--- src/rtl/memory_controller_pkg.sv ---
// Shared types for the fetch/data memory controller: FSM state and access-source encodings.
package memory_controller_pkg;

   typedef enum logic [1:0] {
      MC_IDLE     = 2'd0,
      MC_BUSY_IF  = 2'd1,
      MC_BUSY_MEM = 2'd2,
      MC_RESP     = 2'd3
   } mc_state_e;

   typedef enum logic {
      MC_SRC_IF  = 1'b0,
      MC_SRC_MEM = 1'b1
   } mc_src_e;

   localparam int MC_CNT_W = 4;

endpackage

--- src/rtl/memory_controller_if.sv ---
// Fetch and data-stage request/response bundle; the pipeline is master, the controller is slave.
interface memory_controller_if;

   logic        if_mc_req;
   logic [31:0] if_mc_addr;
   logic [31:0] mc_if_data;
   logic        mc_if_ack;
   logic        mc_if_stall;

   logic        mem_mc_req;
   logic        mem_mc_we;
   logic [31:0] mem_mc_addr;
   logic [31:0] mem_mc_wdata;
   logic [31:0] mc_mem_data;
   logic        mc_mem_ack;

   modport master (
      output if_mc_req, if_mc_addr,
      output mem_mc_req, mem_mc_we, mem_mc_addr, mem_mc_wdata,
      input  mc_if_data, mc_if_ack, mc_if_stall,
      input  mc_mem_data, mc_mem_ack
   );

   modport slave (
      input  if_mc_req, if_mc_addr,
      input  mem_mc_req, mem_mc_we, mem_mc_addr, mem_mc_wdata,
      output mc_if_data, mc_if_ack, mc_if_stall,
      output mc_mem_data, mc_mem_ack
   );

endinterface

--- src/rtl/memory_controller.sv ---
// Arbitrates fetch reads and data loads/stores onto one fixed-latency synchronous RAM.
// Data stage has priority; each access is IDLE -> BUSY (LATENCY cycles) -> RESP (ack).
module memory_controller
   import memory_controller_pkg::*;
#(
   parameter int ADDR_W  = 10,
   parameter int LATENCY = 2
) (
   input  logic              clock,
   input  logic              reset,
   memory_controller_if.slave bus,
   output logic              ram_en,
   output logic              ram_we,
   output logic [ADDR_W-1:0] ram_addr,
   output logic [31:0]       ram_wdata,
   input  logic [31:0]       ram_rdata
);

   localparam logic [MC_CNT_W-1:0] CNT_LAST = MC_CNT_W'(LATENCY - 1);

   mc_state_e           state;
   mc_src_e             src;
   logic [MC_CNT_W-1:0] cnt;
   logic [31:0]         if_data;
   logic [31:0]         mem_data;
   logic                if_ack;
   logic                mem_ack;

   // Byte-lane bits and address bits beyond the RAM depth are dropped on purpose.
   logic unused_addr_bits;
   assign unused_addr_bits = ^{bus.if_mc_addr[31:ADDR_W+2], bus.if_mc_addr[1:0],
                               bus.mem_mc_addr[31:ADDR_W+2], bus.mem_mc_addr[1:0]};

   // NOTE: every register here, outputs included, uses non-blocking assignment so all
   // state updates see pre-edge values regardless of statement order.
   always_ff @(posedge clock or negedge reset) begin
      if (!reset) begin
         state     <= MC_IDLE;
         src       <= MC_SRC_IF;
         cnt       <= '0;
         ram_en    <= 1'b0;
         ram_we    <= 1'b0;
         ram_addr  <= '0;
         ram_wdata <= '0;
         if_data   <= '0;
         mem_data  <= '0;
         if_ack    <= 1'b0;
         mem_ack   <= 1'b0;
      end else begin
         if_ack  <= 1'b0;
         mem_ack <= 1'b0;
         unique case (state)
            MC_IDLE: begin
               if (bus.mem_mc_req) begin
                  src       <= MC_SRC_MEM;
                  ram_en    <= 1'b1;
                  ram_we    <= bus.mem_mc_we;
                  ram_addr  <= bus.mem_mc_addr[ADDR_W+1:2];
                  ram_wdata <= bus.mem_mc_wdata;
                  state     <= MC_BUSY_MEM;
               end else if (bus.if_mc_req) begin
                  src      <= MC_SRC_IF;
                  ram_en   <= 1'b1;
                  ram_we   <= 1'b0;
                  ram_addr <= bus.if_mc_addr[ADDR_W+1:2];
                  state    <= MC_BUSY_IF;
               end
            end
            MC_BUSY_IF, MC_BUSY_MEM: begin
               if (cnt == CNT_LAST) begin
                  cnt    <= '0;
                  ram_en <= 1'b0;
                  ram_we <= 1'b0;
                  state  <= MC_RESP;
                  if (src == MC_SRC_IF) begin
                     if_data <= ram_rdata;
                     if_ack  <= 1'b1;
                  end else begin
                     // Stores complete with an ack but leave the load-data register untouched.
                     if (!ram_we) mem_data <= ram_rdata;
                     mem_ack <= 1'b1;
                  end
               end else begin
                  cnt <= cnt + 1'b1;
               end
            end
            MC_RESP: state <= MC_IDLE;
            default: state <= MC_IDLE;
         endcase
      end
   end

   assign bus.mc_if_data  = if_data;
   assign bus.mc_if_ack   = if_ack;
   assign bus.mc_if_stall = bus.if_mc_req & ~if_ack;
   assign bus.mc_mem_data = mem_data;
   assign bus.mc_mem_ack  = mem_ack;

endmodule

--- src/flat_wrapper.sv ---
// flat-port wrapper written by rule: the top's interface ports become plain ports
module memory_controller_flat import memory_controller_pkg::*;
#(
   parameter int ADDR_W  = 10,
   parameter int LATENCY = 2
)
  (clock, reset, ram_en, ram_we, ram_addr, ram_wdata, ram_rdata, bus_if_mc_req, bus_if_mc_addr, bus_mem_mc_req, bus_mem_mc_we, bus_mem_mc_addr, bus_mem_mc_wdata, bus_mc_if_data, bus_mc_if_ack, bus_mc_if_stall, bus_mc_mem_data, bus_mc_mem_ack);
  memory_controller_if bus_i ();
  input  logic clock;
  input  logic reset;
  output logic ram_en;
  output logic ram_we;
  output logic [ADDR_W-1:0] ram_addr;
  output logic [31:0] ram_wdata;
  input  logic [31:0] ram_rdata;
  input wire logic [$bits(bus_i.if_mc_req)-1:0] bus_if_mc_req;
  input wire logic [$bits(bus_i.if_mc_addr)-1:0] bus_if_mc_addr;
  input wire logic [$bits(bus_i.mem_mc_req)-1:0] bus_mem_mc_req;
  input wire logic [$bits(bus_i.mem_mc_we)-1:0] bus_mem_mc_we;
  input wire logic [$bits(bus_i.mem_mc_addr)-1:0] bus_mem_mc_addr;
  input wire logic [$bits(bus_i.mem_mc_wdata)-1:0] bus_mem_mc_wdata;
  output wire logic [$bits(bus_i.mc_if_data)-1:0] bus_mc_if_data;
  output wire logic [$bits(bus_i.mc_if_ack)-1:0] bus_mc_if_ack;
  output wire logic [$bits(bus_i.mc_if_stall)-1:0] bus_mc_if_stall;
  output wire logic [$bits(bus_i.mc_mem_data)-1:0] bus_mc_mem_data;
  output wire logic [$bits(bus_i.mc_mem_ack)-1:0] bus_mc_mem_ack;
  assign bus_i.if_mc_req = bus_if_mc_req;
  assign bus_i.if_mc_addr = bus_if_mc_addr;
  assign bus_i.mem_mc_req = bus_mem_mc_req;
  assign bus_i.mem_mc_we = bus_mem_mc_we;
  assign bus_i.mem_mc_addr = bus_mem_mc_addr;
  assign bus_i.mem_mc_wdata = bus_mem_mc_wdata;
  assign bus_mc_if_data = bus_i.mc_if_data;
  assign bus_mc_if_ack = bus_i.mc_if_ack;
  assign bus_mc_if_stall = bus_i.mc_if_stall;
  assign bus_mc_mem_data = bus_i.mc_mem_data;
  assign bus_mc_mem_ack = bus_i.mc_mem_ack;
  memory_controller #(.ADDR_W(ADDR_W), .LATENCY(LATENCY)) u_core (.clock(clock), .reset(reset), .bus(bus_i), .ram_en(ram_en), .ram_we(ram_we), .ram_addr(ram_addr), .ram_wdata(ram_wdata), .ram_rdata(ram_rdata));
endmodule
--- config.mk ---
export PLATFORM = sky130hd
export DESIGN_NAME = memory_controller_flat
export DESIGN_NICKNAME = d
export VERILOG_FILES = /design/src/rtl/memory_controller_pkg.sv /design/src/rtl/memory_controller_if.sv /design/src/rtl/memory_controller.sv /design/src/flat_wrapper.sv
export SDC_FILE = /design/constraint.sdc
export NUM_CORES = 1
export LEC_CHECK = 0
export CAP_MARGIN = 20
export CORE_ASPECT_RATIO = 1.4
export CORE_MARGIN = 1
export CORE_UTILIZATION = 42
export DETAILED_ROUTE_END_ITERATION = 10
export PLACE_DENSITY = 0.83
export SLEW_MARGIN = 20
export SYNTH_ARGS = -nofsm -noshare
export SYNTH_HDL_FRONTEND = slang
export SYNTH_SLANG_ARGS = --single-unit
--- constraint.sdc ---
create_clock -name clock -period 5.5 [get_ports clock]
set_input_delay 0.825 -clock clock [delete_from_list [all_inputs] [get_ports clock]]
set_output_delay 0.825 -clock clock [all_outputs]
set_load 0.01 [all_outputs]
==> results of run 1 <==
## cell usage in the layout (no fill, tap or decap), drive strengths merged, types with 3 or more instances in the layout
cell,count
buf,6
mux2,96
clkinv,7
o22a,3
nor3,4
inv,3
o21ai,13
nand3,3
nor2b,3
clkbuf,21
mux2i,10
clkdlybuf4s50,198
nand2,15
dfrtp,117
## worst paths after layout
path	from	end	slack [ps]
max	bus_if_mc_req	bus_mc_if_stall	2620
min	u_core.ram_addr[0]$_DFFE_PN0P_	u_core.ram_addr[0]$_DFFE_PN0P_	480
max reg2reg	u_core.state[0]$_DFFE_PN0P_	u_core.bus.mc_if_data[18]$_DFFE_PN0P_	3290
min reg2reg	u_core.ram_addr[0]$_DFFE_PN0P_	u_core.ram_addr[0]$_DFFE_PN0P_	480
max in group asynchronous	reset	u_core.bus.mc_mem_data[25]$_DFFE_PN0P_	3780
min in group asynchronous	reset	u_core.bus.mc_if_data[11]$_DFFE_PN0P_	490
## routing by layer
metal | track usage | routed length, µm | vias to the layer above | share of wire
met5 | 0 | 0 | - | 0
met4 | 0.09677 | 295 | 0 | 0.029
met3 | 0.05109 | 603 | 24 | 0.059
met2 | 0.3399 | 5206 | 137 | 0.51
met1 | 0.2303 | 4174 | 1567 | 0.41
li1 | - | - | 1469 | -
## layout make-up
class                   instances  area (µm²)  share of cell area
flip-flops and latches        117        2928              0.4052
repair buffers                204        2027              0.2805
multi-input cells             164        1536              0.2126
clock buffers                  21       440.4             0.06095
well taps                     138       172.7             0.02390
clock inverters                11       110.1             0.01524
inverters                       3       11.26            0.001558
## flip-flops by register name, summed over array words and instances, names as in the netlist
| name | cells |
|---|---|
| u_core.src | 1 |
| u_core.state | 2 |
| u_core.cnt | 4 |
| u_core.ram_addr | 10 |
| u_core.bus.mc_mem_data | 32 |
| u_core.ram_we | 1 |
| u_core.ram_wdata | 32 |
| u_core.bus.mc_mem_ack | 1 |
| u_core.ram_en | 1 |
| u_core.bus.mc_if_data | 32 |
| u_core.bus.mc_if_ack | 1 |
## metrics by stage
stage,power [mW],cell area [µm²],instances,util,hold slack (ps)
final,4.566,7226,658,0.6908,478.0
after global routing,4.833,7226,658,0.6908,494.4
after CTS,4.634,7226,658,0.6908,482.5
after detailed placement,3.577,6675,626,0.6382,470.3
after global placement,3.503,6675,626,0.6382,466.0
after floorplan,2.519,4577,298,-,460.0
## worst min-delay path, stage by stage (launching register included)
cell     delay, ps
dfrtp_1        340
nand2_1         40
o21ai_0         60
## kinds of logic after synthesis
family,after synthesis,share of synthesized area
buffers and inverters,17,0.02460
AO/OA/AOI/OAI,22,0.02816
adder cells (fa/ha/maj),2,0.005467
multiplexers,106,0.2581
AND/OR/NAND/NOR,31,0.03827
XOR/XNOR,3,0.005742
flip-flops,117,0.6397
## power by group
group	switching [mW]	internal, mW
Sequential	0.224	1.30
Combinational	0.773	1.25
Clock	0.360	0.659
==> metrics.txt, run 1 <==
CP max stage cell clkdlybuf4s50_1; num rows 44; Die Ht 125.5 µm; htree depth 4; async set-reset flop share out of synthesis 1.000; post-synthesis register bit count 117; die area 11320 µm²; sequential share of the synthesized area 0.6397; Netlist Area Pre-Place 4577 µm²; Worst Reg2Reg Path Length in Cells 6; synthesized area per cell 15.36 µm²; layout cells sized above 1 0.2519; fmax 347.4 MHz; top cell type's share of synthesized area 0.6397; maxcap violations 0; Clock Sinks 117; vias in the first global route 3569; TritonCTS clock tree yes; Detail Placement HPWL 7.175 mm; Critical Path RT 4680 ps; CP Depth 3; syn nets 433; global-route wire length before repair 17.54 mm; clock skew 7.464 ps; outcome complete, no violations; hold path depth 2; Yosys top cell by area dfrtp_1; RePlAce Congestion 0.7348; Starting Density 0.4376; top cells by area, synth dfrtp_1, mux2_2, mux2i_1; setup TNS 0 ps; Worst Max-Slew Pin Slew 842.0 ps; HP Class reg2reg; residual DRC count 0; Tot GR Track Use 0.1983; gr ovfl total 0; Synth cell types 29; maximum clock path buffer count 2; Relative slew margins 0.4369; yosys warns 0; Post-synth EDFFs 0; crit-path max FO 3; most common cell type on the critical path clkdlybuf4s50_1; # hold bufs at CTS 0; critical-path cell list clkdlybuf4s50_1, nor2b_1, clkdlybuf4s50_1; Critical Path AT 2050 ps; n_diodes 0; Worst-path clk slew 50 ps; Leak 3.053 nW; CP endpoint kind output port; Routed WL 10.28 mm; pin count of the biggest net entering global routing 61; Synth Flop Type dfrtp_1; critical path buffer and inverter count 2; power per cell area 631.9 nW/µm²; most instantiated library cell after synthesis dfrtp_1; Antenna Nets Post-Route 0; unrepaired setup endpoints after global routing no; fillcell total 757; Vias/cell 4.859; initial antenna violation count 0; fin crit period 2879 ps; number of top-level pins 244; worst setup margin 2621 ps; DR vias 3197; drt initial violations 69; slowest stage delay, CP 560 ps; Initial DRT Pass Iterations 4; Max Slew Vio Count 0; post-cts repair resize count 0; Core Box Area 10460 µm²; I/O Buffers 199; total CTS buffers 17; Final setup viols 0; clk_lat worst skew 400 ps; WL per Instance 15.62 µm; Setup crit start kind input pin; pre-CTS WS 2643 ps; setup bufs post-CTS 0; nets 642; Commonest cells post-synth dfrtp_1, mux2_2, nand2_1; Syn Inst Count 298; period utilization 0.5234; Largest delay share family, worst path buffers and inverters; peak supply drop 0.3778 mV; Die W 90.23 µm; Final Hold Vio Count 0; synth-to-layout area growth 57.87%; WS Path Type in2out; clock root buffer clkbuf_16
(Power assumes the default switching activity.)
==> inputs of run 2 (changes only) <==
CORE_UTILIZATION = 35   (was 42)
PLACE_DENSITY = 0.74   (was 0.83)
clock period = 2.4 ns   (was 5.5 ns; I/O delays follow)
==> run 2 against run 1 <==
The flow now finishes with violations (hold timing). Global-route usage down 3.4 points. Combinational power up 130%. Clock power increased to 2.8 times the previous value. Clock skew is 1.1 ps lower. Non-clock buffer count rose by 3. Final area up 3.1%. Routed wire length grew 3.6%. Utilization decreased by 11 points. Sequential cell count is the same. Via count rose by 1.2%. Sequential power rose by 130%. Critical path type is now reg2reg. Largest cell class unchanged.
==> metrics.txt, run 2 (synthesis results as in run 1) <==
most common cell after layout, fill and taps aside clkdlybuf4s50_1 (unchanged); maxcap violations 0 (unchanged); DR vias 3235 (was 3197); vias in the first global route 3475 (was 3569); global-route wire length before repair 17.11 mm (was 17.54 mm); power per cell area 1489 nW/µm² (was 631.9 nW/µm²); nets 645 (was 642); RePlAce Congestion 0.6941 (was 0.7348); die area 13540 µm² (was 11320 µm²); Starting Density 0.3572 (was 0.4376); Post-Layout Cell Count 676 (was 658); Tot GR Track Use 0.1643 (was 0.1983); clock root buffer clkbuf_16 (unchanged); Clock power frac 0.260 (was 0.223); Relative slew margins 0.5573 (was 0.4369); Antenna Nets Post-Route 0 (unchanged); Die Ht 137.3 µm (was 125.5 µm); most frequent cells in the layout clkdlybuf4s50_1, dfrtp_1, mux2_2 (unchanged); number of top-level pins 244 (unchanged); Critical Path AT 2310 ps (was 2050 ps); unrepaired setup endpoints after global routing no (unchanged); crit-path max FO 26 (was 3); Combinational Power Share 0.424 (was 0.443); clk_lat worst skew 400 ps (about the same); layout cells sized above 1 0.2620 (was 0.2519); Setup crit start kind flip-flop (was input pin); htree depth 4 (unchanged); Worst Max-Slew Pin Slew 664.0 ps (was 842.0 ps); CP endpoint kind flip-flop (was output port); Initial DRT Pass Iterations 4 (unchanged); worst hold margin -5.037 ps (was 478.0 ps); post-cts repair resize count 0 (unchanged); drt initial violations 83 (was 69); Worst-path clk slew 50 ps (about the same); critical path buffer and inverter count 2 (unchanged); outcome complete, but fails checks (was complete, no violations); pin count of the biggest net entering global routing 56 (was 61); Routed WL 10.65 mm (was 10.28 mm); setup TNS 0 ps (unchanged); total CTS buffers 17 (unchanged); slowest stage delay, CP 480 ps (was 560 ps); Max Slew Vio Count 0 (unchanged); WS Path Type reg2reg (was in2out); peak supply drop 0.7904 mV (was 0.3778 mV); Largest delay share family, worst path adder cells (was buffers and inverters); Core Box Area 12810 µm² (was 10460 µm²); clock skew 6.372 ps (was 7.464 ps); sequential cell area 2928 µm² (unchanged); # hold bufs at CTS 0 (unchanged); multi-input logic area 1536 µm² (unchanged); Final Hold Vio Count 10 (was 0); Leak 3.145 nW (was 3.053 nW); TritonCTS clock tree yes (unchanged); maximum clock path buffer count 2 (unchanged); n_diodes 0 (unchanged); Clock Sinks 117 (unchanged); P_int 7.923 mW (was 3.209 mW); gr ovfl total 0 (unchanged); switching share of power 0.2856 (was 0.2972); Detail Placement HPWL 7.644 mm (was 7.175 mm); Final setup viols 0 (unchanged); failing checks hold timing; HP Class in2async (was reg2reg); fmax 492.4 MHz; initial antenna violation count 0 (unchanged); placed cells 644 (was 626); critical-path cell list inv_1, ha_1, nand2_1, nor3_4, buf_12, mux2_2 (was clkdlybuf4s50_1, nor2b_1, clkdlybuf4s50_1); I/O Buffers 199 (unchanged); WL per Instance 15.75 µm (was 15.62 µm); Reg power frac 0.316 (was 0.334); synth-to-layout area growth 62.71% (was 57.87%); CP max stage cell ha_1 (was clkdlybuf4s50_1); sw power 3.167 mW (was 1.357 mW); setup bufs post-CTS 0 (unchanged); Critical Path RT 2680 ps (was 4680 ps); Vias/cell 4.786 (was 4.859); period utilization 0.8462; fin crit period 2031 ps; fillcell total 1043 (was 757); num rows 49 (was 44); Die W 98.65 µm (was 90.23 µm); residual DRC count 0 (unchanged)
-- run 2: cell count changes in the layout (fill, tap and decap cells not counted) --
| cell | before | now |
|---|---|---|
| clkinv_2 | 7 | 2 |
| buf_12 | 0 | 4 |
| bufinv_16 | 2 | 6 |
| clkbuf_1 | 4 | 1 |
| clkbuf_8 | 0 | 2 |
| clkinv_4 | 0 | 2 |
| buf_4 | 6 | 5 |
| clkinvlp_4 | 2 | 1 |
| inv_6 | 0 | 1 |
-- run 2: power groups by stage --
stage | Clock [mW] | Combinational [mW] | Sequential, mW
global route | 3.06 | 5.03 | 3.64
global placement | 0 | 4.68 | 3.47
detailed placement | 0 | 4.77 | 3.54
finish | 2.88 | 4.70 | 3.50
CTS | 2.96 | 4.79 | 3.51
floorplan | 0 | 1.84 | 3.93
-- run 2: path summary, 6_finish.rpt --
check                                               start                                      to  slack, ps  cells after the start
max                           u_core.state[0]$_DFFE_PN0P_   u_core.bus.mc_if_data[12]$_DFFE_PN0P_        370                      6
min                                                 reset  u_core.bus.mc_mem_data[10]$_DFFE_PN0P_         -5                      1
max reg2reg                   u_core.state[0]$_DFFE_PN0P_   u_core.bus.mc_if_data[12]$_DFFE_PN0P_        370                      6
min reg2reg                u_core.ram_addr[5]$_DFFE_PN0P_          u_core.ram_addr[5]$_DFFE_PN0P_        480                      2
max in group asynchronous                           reset  u_core.bus.mc_mem_data[29]$_DFFE_PN0P_       1650                      2
min in group clock         u_core.ram_addr[5]$_DFFE_PN0P_          u_core.ram_addr[5]$_DFFE_PN0P_        480                      2
-- run 2: worst reg2reg max path: stages (launching register included) --
cell	delay (ps)
dfrtp_1	350
inv_1	60
ha_1	480
nand2_1	190
nor3_4	250
buf_12	220
mux2_2	370
-- run 2: per-stage QoR --
stage	area, µm²	utilization	total power [mW]	worst slack [ps]	hold WS (ps)
after global routing	7447	0.5812	11.73	277.8	29.04
after global placement	6766	0.5281	8.149	423.3	428.2
after detailed placement	6766	0.5281	8.306	372.1	439.8
final	7447	0.5812	11.09	369.1	-5.037
after floorplan	4577	-	5.772	537.5	64.41
after CTS	7447	0.5812	11.27	353.1	6.279
-- run 2: layout make-up --
type,instances,area share
clock inverter,12,0.03007
inverter,3,0.001512
timing repair buffer,207,0.2819
sequential,117,0.3931
tap,153,0.02571
multi-input combinational,164,0.2063
clock buffer,20,0.06132
-- run 2: metal layers --
metal	global-route usage	share of wire	vias to the layer above
met5	0	0	-
li1	-	-	1477
met1	0.1787	0.38	1610
met4	0.07629	0.022	0
met3	0.05175	0.056	21
met2	0.2923	0.54	127
==> inputs of run 3 (changes only) <==
clock period = 1.85 ns   (was 2.4 ns; I/O delays follow)
==> run 3 against run 2 <==
The run now ends clean. Clock skew increased by 3.9 ps. Clock-buffer cell count unchanged. Die area unchanged. Sequential cell count unchanged. Cell count increased by 1.6%. Maximum frequency increased by 14%. First-iteration DRC count decreased by 4.8%. Utilization increased by 1.1 points. Critical path depth increased by 1. Largest power group unchanged.
==> metrics.txt, run 3 (synthesis results as in run 1) <==
crit-path max FO 12 (was 26); final core utilization 0.5926 (was 0.5812); critical path buffer and inverter count 3 (was 2); die area 13540 µm² (unchanged); maximum clock path buffer count 2 (unchanged); critical-path cell list inv_1, ha_4, nand3_4, nor3_4, buf_12, buf_12, mux2_2 (was inv_1, ha_1, nand2_1, nor3_4, buf_12, mux2_2); Worst-path clk slew 60 ps (was 50 ps); I/O Buffers 199 (unchanged); nets 656 (was 645); total power 14.57 mW (was 11.09 mW); Largest delay share family, worst path buffers and inverters (was adder cells); layout cells sized above 1 0.2809 (was 0.2620); most common cell type on the critical path buf_12; Reg power frac 0.312 (was 0.316); number of top-level pins 244 (unchanged); htree depth 4 (unchanged); fin crit period 1788 ps (was 2031 ps); gr ovfl total 0 (unchanged); worst hold margin 405.6 ps (was -5.037 ps); Initial DRT Pass Iterations 6 (was 4); clock root buffer clkbuf_16 (unchanged); Starting Density 0.3572 (unchanged); worst setup margin 62.22 ps (was 369.1 ps); most common cell after layout, fill and taps aside clkdlybuf4s50_1 (unchanged); WL per Instance 16.01 µm (was 15.75 µm); Final Hold Vio Count 0 (was 10); Setup crit start kind flip-flop (unchanged); Antenna Nets Post-Route 0 (unchanged); Die W 98.65 µm (unchanged); Clock power frac 0.247 (was 0.260); Leak 3.213 nW (was 3.145 nW); Design Area, Final 7594 µm² (was 7447 µm²); Relative slew margins 0.6761 (was 0.5573); Final setup viols 0 (unchanged); Critical Path AT 2070 ps (was 2310 ps); Die Ht 137.3 µm (unchanged); power per cell area 1919 nW/µm² (was 1489 nW/µm²); DR vias 3266 (was 3235); Max Slew Vio Count 0 (unchanged); Tot GR Track Use 0.1655 (was 0.1643); period utilization 0.9664 (was 0.8462); maxcap violations 0 (unchanged); initial antenna violation count 0 (unchanged); Combinational Power Share 0.441 (was 0.424); n_diodes 0 (unchanged); most frequent cells in the layout clkdlybuf4s50_1, dfrtp_1, mux2_2 (unchanged); RePlAce Congestion 0.7254 (was 0.6941); WS Path Type reg2reg (unchanged); vias in the first global route 3515 (was 3475); Post-Layout Cell Count 687 (was 676); outcome complete, no violations (was complete, but fails checks); TritonCTS clock tree yes (unchanged); fmax 559.4 MHz (was 492.4 MHz); Core Box Area 12810 µm² (unchanged); sw power 4.214 mW (was 3.167 mW); pre-CTS WS 12.60 ps (was 372.1 ps); clock skew 10.24 ps (was 6.372 ps); P_int 10.36 mW (was 7.923 mW); clk_lat worst skew 400 ps (about the same); CP endpoint kind flip-flop (unchanged); switching share of power 0.2892 (was 0.2856); synth-to-layout area growth 65.91% (was 62.71%); pin count of the biggest net entering global routing 52 (was 56); Clock Sinks 117 (unchanged); slowest stage delay, CP 350 ps (was 480 ps); Detail Placement HPWL 7.831 mm (was 7.644 mm); global-route wire length before repair 17.22 mm (was 17.11 mm); residual DRC count 0 (unchanged); num rows 49 (unchanged); Vias/cell 4.754 (was 4.786); total CTS buffers 17 (unchanged); HP Class in2async (unchanged); Routed WL 11.00 mm (was 10.65 mm); CP max stage cell dfrtp_1 (was ha_1); peak supply drop 0.8747 mV (was 0.7904 mV); placed cell areas 6824 µm² (was 6766 µm²); placed cells 650 (was 644); Critical Path RT 2130 ps (was 2680 ps); setup TNS 0 ps (unchanged); drt initial violations 79 (was 83); Worst Max-Slew Pin Slew 485.8 ps (was 664.0 ps)
-- run 3: final timing paths --
path | startpoint | endpoint | slack, ps | cells past startpoint
max in group asynchronous | reset | u_core.ram_wdata[8]$_DFFE_PN0P_ | 810 | 3
min | reset | u_core.bus.mc_if_data[6]$_DFFE_PN0P_ | 410 | 2
min reg2reg | u_core.bus.mc_mem_data[31]$_DFFE_PN0P_ | u_core.bus.mc_mem_data[31]$_DFFE_PN0P_ | 480 | 1
min in group clock | bus_if_mc_req | u_core.ram_en$_DFFE_PN0P_ | 470 | 4
max reg2reg | u_core.state[1]$_DFFE_PN0P_ | u_core.bus.mc_mem_data[2]$_DFFE_PN0P_ | 60 | 7
max | u_core.state[1]$_DFFE_PN0P_ | u_core.bus.mc_mem_data[2]$_DFFE_PN0P_ | 60 | 7
-- run 3: timing repair --
item,4_1_cts,5_1_grt
setup buffers,0,2
endpoints found under the setup margin,0,65
endpoints found under the hold margin,33,0
hold buffers,1,0
resized for setup,0,7
-- run 3: layout make-up --
| type | instances | area (µm²) |
|---|---|---|
| Multi-Input combinational cell | 164 | 1564 |
| Timing Repair Buffer | 218 | 2241 |
| Tap cell | 153 | 191.4 |
| Sequential cell | 117 | 2928 |
| Clock buffer | 20 | 456.7 |
| Clock inverter | 12 | 201.4 |
| Inverter | 3 | 11.26 |
| Fill cell | 1057 | 5220 |
-- run 3: metal layers --
layer / routed length, µm / global-route usage / up-vias
met5: 0 / 0 / -
met4: 121 / 0.05887 / 0
met3: 677 / 0.05835 / 8
met2: 5939 / 0.2973 / 119
met1: 4262 / 0.1805 / 1641
li1: - / - / 1498
-- run 3: power groups by stage --
stage	Combinational (mW)	Sequential, mW	Clock (mW)
floorplan	2.38	5.10	0
global placement	6.11	4.50	0
detailed placement	6.24	4.59	0
CTS	6.27	4.55	3.69
global route	6.89	4.72	3.80
finish	6.43	4.54	3.60
-- run 3: worst register-to-register path, cell delays in order, from the launching register on --
cell and delay [ps]:
dfrtp_1 350, inv_1 80, ha_4 310, nand3_4 80, nor3_4 210, buf_12 150
buf_12 140, mux2_2 350
